## src/rtl/multi_clock_divider.sv

```systemverilog
// multi_clock_divider: NUM_CH independent square-wave dividers with shadowed half-periods,
// per-channel enable, rising-edge tick strobe and a global phase-align sync.
module multi_clock_divider #(
    parameter int NUM_CH       = 4,
    parameter int CNT_W        = 32,
    parameter int DEFAULT_HALF = 50000,
    parameter int CH_W         = (NUM_CH > 1) ? $clog2(NUM_CH) : 1
) (
    input  logic              clk_in_i,
    input  logic              reset_i,
    input  logic [NUM_CH-1:0] en_i,
    input  logic              sync_i,
    input  logic              cfg_we_i,
    input  logic [CH_W-1:0]   cfg_ch_i,
    input  logic [CNT_W-1:0]  cfg_half_i,
    output logic [NUM_CH-1:0] clk_out_o,
    output logic [NUM_CH-1:0] tick_o,
    output logic [NUM_CH-1:0] pending_o
);
    genvar c;
    generate
        for (c = 0; c < NUM_CH; c++) begin : g_ch
            logic [CNT_W-1:0] cnt_q, cnt_d, act_q, act_d, shd_q, shd_d;
            logic pend_q, pend_d, clk_q, clk_d, tick_q, tick_d;
            logic wr, wrap, step;
            // Shadow only reaches the active half-period at a wrap or sync, so no runt halves.
            always_comb begin
                wr     = cfg_we_i && (cfg_ch_i == CH_W'(c));
                wrap   = cnt_q >= act_q;
                step   = en_i[c] && wrap && !sync_i;
                shd_d  = wr ? cfg_half_i : shd_q;
                pend_d = wr || (pend_q && !(sync_i || step));
                act_d  = ((sync_i || step) && pend_q) ? shd_q : act_q;
                cnt_d  = (sync_i || step) ? '0 : cnt_q + CNT_W'(en_i[c]);
                clk_d  = sync_i ? 1'b0 : step ? !clk_q : clk_q;
                tick_d = step && !clk_q;
            end
            always_ff @(posedge clk_in_i) begin
                if (reset_i) begin
                    cnt_q  <= '0;
                    act_q  <= CNT_W'(DEFAULT_HALF);
                    shd_q  <= CNT_W'(DEFAULT_HALF);
                    pend_q <= 1'b0;
                    clk_q  <= 1'b0;
                    tick_q <= 1'b0;
                end else begin
                    cnt_q  <= cnt_d;
                    act_q  <= act_d;
                    shd_q  <= shd_d;
                    pend_q <= pend_d;
                    clk_q  <= clk_d;
                    tick_q <= tick_d;
                end
            end
            assign clk_out_o[c] = clk_q;
            assign tick_o[c]    = tick_q;
            assign pending_o[c] = pend_q;
        end
    endgenerate
endmodule
```

## config.mk

```make
export PLATFORM = sky130hd
export DESIGN_NAME = multi_clock_divider
export DESIGN_NICKNAME = d
export VERILOG_FILES = /design/src/rtl/multi_clock_divider.sv
export SDC_FILE = /design/constraint.sdc
export NUM_CORES = 1
export LEC_CHECK = 0
export ABC_AREA = 1
export CAP_MARGIN = 25
export CORE_ASPECT_RATIO = 1.25
export CORE_MARGIN = 2
export CORE_UTILIZATION = 35
export DETAILED_ROUTE_END_ITERATION = 16
export SYNTH_ARGS = -nofsm -noshare
export SYNTH_HDL_FRONTEND = slang
export SYNTH_SLANG_ARGS = --single-unit
```

## constraint.sdc

```tcl
create_clock -name clk_in_i -period 2.2 [get_ports clk_in_i]
set_clock_uncertainty 0.15 [all_clocks]
set_input_delay 0.66 -clock clk_in_i [delete_from_list [all_inputs] [get_ports clk_in_i]]
set_output_delay 0.66 -clock clk_in_i [all_outputs]
set_load 0.02 [all_outputs]
```

# [Word level (Yosys, flattened, before mapping)]
# Index checks and enable logic that the tools add are counted.
[totals] ff_bits=396 in_bits=42 output_inout_bits=12
[op_classes] addsub=4 n_lt_le_gt_ge=4 eq_ne=3 n_reduce_logical=47
[op_table] operator="$add A32 B1 Y32" n=4
[op_table] operator="$ge A32 B32 Y1" n=4
[op_table] operator="$logic_and A1 B1 Y1" n=24
[op_table] operator="$reduce_or A2 Y1" n=5
[op_table] operator="$logic_not A1 Y1" n=9
[op_table] operator="$logic_or A1 B1 Y1" n=8
[op_table] operator="$eq A2 B2 Y1 const B" n=2
[op_table] operator="$eq A2 B1 Y1 const B" n=1
[op_table] operator="$logic_not A2 Y1" n=1

# [Depth between registers and ports, before layout]
[depth] depth_word=7 depth_mapped=19 depth_no_buf=18

# [Least setup slack after synthesis]
# No wires, ideal clock.
[synth_path] kind="input-to-reg" start="in en_i[2]" end="reg g_ch[2].cnt_q[26]" setup_ps=120 t_arrival_ps=2102 required_time_ps=1930 path_slack_ps=-172 cell_stages=13 n_path_buf=0 path_cell_list="ha_1 > ha_1 > nand3_1 > nor2_2 > nand2_2 > nor2_2 > nand2_1 > inv_2 > nand2_2 > nor3_4 > nand2_1 > nor2_1 > nor3b_2"
[synth_via] elab_chain_len=4 word_cells_on_any_way=5 cone_classes="1 x add/sub; 4 x reduce/logical"
[synth_lines] item="from (decl)" line="11" rtl="input logic [NUM_CH-1:0] en_i,"
[synth_lines] item="parallel branches: the longest is 4 deep, another holds $add A32 B1 Y32"
[synth_lines] item="to (signal assigned)" line="47" rtl="cnt_q <= cnt_d;"
[synth_lines] item="to (decl)" line="23" rtl="logic [CNT_W-1:0] cnt_q, cnt_d, act_q, act_d, shd_q, shd_d;"
# Several ways; the timed one is not identified.
# A chain may end at the register's enable or synchronous reset.

# [Worst setup path after layout]
[layout_path] start="reg g_ch[0].act_q[14]" end="reg g_ch[0].act_q[8]"
[layout_via] elab_chain_len=5
[layout_lines] item="from (decl)" line="23"
[layout_lines] item="from (signal assigned)" line="41" rtl="act_q <= CNT_W'(DEFAULT_HALF);"
[layout_lines] item="from (signal assigned)" line="48" rtl="act_q <= act_d;"
[layout_lines] item="$ge A32 B32 Y1" line="29" rtl="wrap = cnt_q >= act_q;"
[layout_lines] item="$logic_and A1 B1 Y1 (2 in a row)" line="30" rtl="step = en_i[c] && wrap && !sync_i;"
[layout_lines] item="$logic_or A1 B1 Y1" line="33" rtl="act_d = ((sync_i || step) && pend_q) ? shd_q : act_q;"
[layout_lines] item="$logic_and A1 B1 Y1" line="33"
# No other way between the ends.

==> flow_metrics.env <==
export IMPL_slew_headroom=0.3496
export IMPL_drive_gt1_frac=0.3677
export IMPL_placed_cells=3647
export IMPL_ant_nets=0
export IMPL_clockBufferDepth=3
export IMPL_syn_cell_area_sq_um=19660
export IMPL_numPortBuffers=53
export IMPL_rsz0062_at_grt="yes"
export IMPL_via_per_inst=4.908
export IMPL_violations="setup timing"
export IMPL_die_area_sq_um=58090
export IMPL_cp_arrival_ps=2670
export IMPL_worst_setup_path_start_kind="flop"
export IMPL_fillers=5160
export IMPL_drv_cap=0
export IMPL_grt_max_degree=75
export IMPL_drv_slew=0
export IMPL_clock_root_buffer="clkbuf_16"
export IMPL_syn_to_final_growth_pct=45.27
export IMPL_worst_slew_pin_slew_ps=975.5
export IMPL_htree_levels=2
export IMPL_syn_nets=2902
export IMPL_wl_microns=59120
export IMPL_critPathCaptureType="flop"
export IMPL_max_clock_freq_mhz=419.5
export IMPL_setup_viol=198
export IMPL_power_density_nw_per_um2=570.3
export IMPL_initial_core_util=0.3521
export IMPL_clock_sinks=396
export IMPL_path_class="reg2reg"
export IMPL_critical_path_slowest_cell="dfxtp_2"
export IMPL_fin_crit_ps=2384
export IMPL_grt_pass1_wl_microns=92120
export IMPL_overflow=0
export IMPL_status="finished, violations left"
export IMPL_io_pins=54
export IMPL_numCtsBuffers=42
export IMPL_p_leak_nw=11.24
export IMPL_cp_max_fo=6
export IMPL_ys_types=37
export IMPL_ys_ff_latch=396
export IMPL_cp_slowest_stage_delay_ps=340
export IMPL_cp_required_ps=2480
export IMPL_wl_per_cell_microns=15.59
export IMPL_grt_pass1_vias=18480
export IMPL_place_congestion=0.8629
export IMPL_clkTransAtPathRegs_ps=60
export IMPL_pre_cts_ws_ps=-833.8
export IMPL_fin_nets=3201
export IMPL_instances_no_fill=3793
export IMPL_core_area_sq_um=55830
export IMPL_die_w_microns=216.0
export IMPL_rows=97
export IMPL_antenna_found_initial=0
export IMPL_die_h_microns=269.0
export IMPL_ys_seq_area_frac=0.4033
export IMPL_first_pass_iters=5
export IMPL_synth_warnings=0
export IMPL_postSynthCellCount=2724
export IMPL_whs_ps=301.9
export IMPL_power_total_w=0.01629
export IMPL_fin_crit_sh=1.083
export IMPL_drc=0
export IMPL_setup_slack_ps=-183.6
export IMPL_clk_latency_ps=570
export IMPL_avgSynthCellArea_sq_um=7.217
export IMPL_drt_initial_drc_count=1042
export IMPL_irDropWorstVdd_uv=684.2
export IMPL_crit_top_cell="nand2_4"
export IMPL_vias=18620
export IMPL_diodes=0
export IMPL_cts_tree="yes"
export IMPL_hp_class="reg2reg"
export IMPL_hold_violations=0
export IMPL_dpl_hpwl_microns=37790
export IMPL_crit_chain="inv_2, ha_4, nand2_4, nor2_4, nand2_2, nor2_2, nor2_1, nand2_1, nand2_1, nand2_2, nand2_4, buf_12, nand2_8, buf_12, nand2_8, nand2_4, nand3_2"
export IMPL_grtUsageTotal=0.1942
## power by group
group | internal, W | switching [W] | leakage (nW)
clock network | 0.00404 | 0.00299 | 0.650
logic | 0.000741 | 0.00104 | 7.34
registers | 0.00738 | 0.0000918 | 3.25
total | 0.0122 | 0.00412 | 11.2
## timing repair
item,CTS,global route
setup buffers,30,24
cloned,29,6
resized for setup,423,440
pin swaps,108,151
setup endpoints to repair,271,262
hold buffers,0,0
hold endpoints to repair,0,0
## layout make-up
class                           instances  area, sq um  area share
Clock inverter                         13        161.4    0.005652
Clock buffer                           59         1165     0.04079
Tap cell                              742        928.4     0.03251
Multi-Input combinational cell       1817        12830      0.4492
Sequential cell                       396         8065      0.2824
Timing Repair Buffer                  385         3974      0.1391
Inverter                              381         1435     0.05025
## Yosys cell counts, drive strengths merged
master  number  area (sq um)
xnor2       20         175.2
nand3b       1         7.510
o21ai      120         600.6
xor2        49         429.2
clkinv       2         7.510
nor4         9         62.56
a21o         6         45.04
buf         56         321.6
nand2      496          1897
inv        379          1423
clkbuf      75         281.5
nand4       42         262.8
or2         23         143.9
o21a         8         60.06
a21oi      304          1521
and3         2         12.51
o31ai        1         7.510
nand3      214          1096
nor3b       14         110.1
nor2       318          1259
nor3        53         306.5
ha         136          1702
dfxtp      396          7928
## worst paths after layout
path	startpoint	endpoint	slack (ps)	depth (start not counted)
min reg2reg	g_ch[0].act_q[4]	g_ch[0].act_q[4]	300	2
min	g_ch[0].act_q[4]	g_ch[0].act_q[4]	300	2
max reg2reg	g_ch[0].act_q[14]	g_ch[0].act_q[8]	-180	17
max	g_ch[0].act_q[14]	g_ch[0].act_q[8]	-180	17
## cells by family (layout without fill, tap and decap cells)
| logic type | count (synthesis) | after routing | synth area share |
|---|---|---|---|
| compound gates | 439 | 439 | 0.1137 |
| xor+xnor | 69 | 69 | 0.03074 |
| fa+ha+maj | 136 | 136 | 0.08656 |
| buf+inv | 512 | 838 | 0.1034 |
| flops | 396 | 396 | 0.4033 |
| simple gates | 1172 | 1173 | 0.2623 |
## state kept, by name, indices dropped and copies added (netlist names)
signal and flops:
g_ch.clk_q 4, g_ch.cnt_q 128, g_ch.act_q 128, g_ch.tick_q 4, g_ch.pend_q 4, g_ch.shd_q 128
## metal layers
layer | global-route usage | wire [microns] | vias to the layer above
li1 | - | - | 9357
met1 | 0.2219 | 24250 | 8785
met2 | 0.3589 | 30360 | 340
met3 | 0.02425 | 1962 | 134
met4 | 0.09163 | 2546 | 0
met5 | 0 | 0 | -
## critical path, delay by kind of cell (launching register included)
family / cells / cell delay (ps)
flops: 1 / 340
simple gates: 13 / 1170
buf+inv: 3 / 320
fa+ha+maj: 1 / 260
## layout by cell type, fill, tap and decap left out, drive strengths merged, types with 53 or more instances in the layout
cell	count
nand2	497
dfxtp	396
buf	328
nor3	53
a21oi	304
inv	382
clkbuf	63
ha	136
nor2	318
nand3	214
o21ai	120
## per-stage QoR
step,setup TNS (ps),area [sq um],util
6_report,-15120,28560,0.5115
5_1_grt,-43670,28560,0.5115
4_1_cts,-14270,26860,0.4812
3_5_place_dp,-90710,22870,0.4096
3_3_place_gp,-79890,22870,0.4096
2_1_floorplan,-774.8,19830,-
Note: power is estimated with default switching activity, not from simulation.
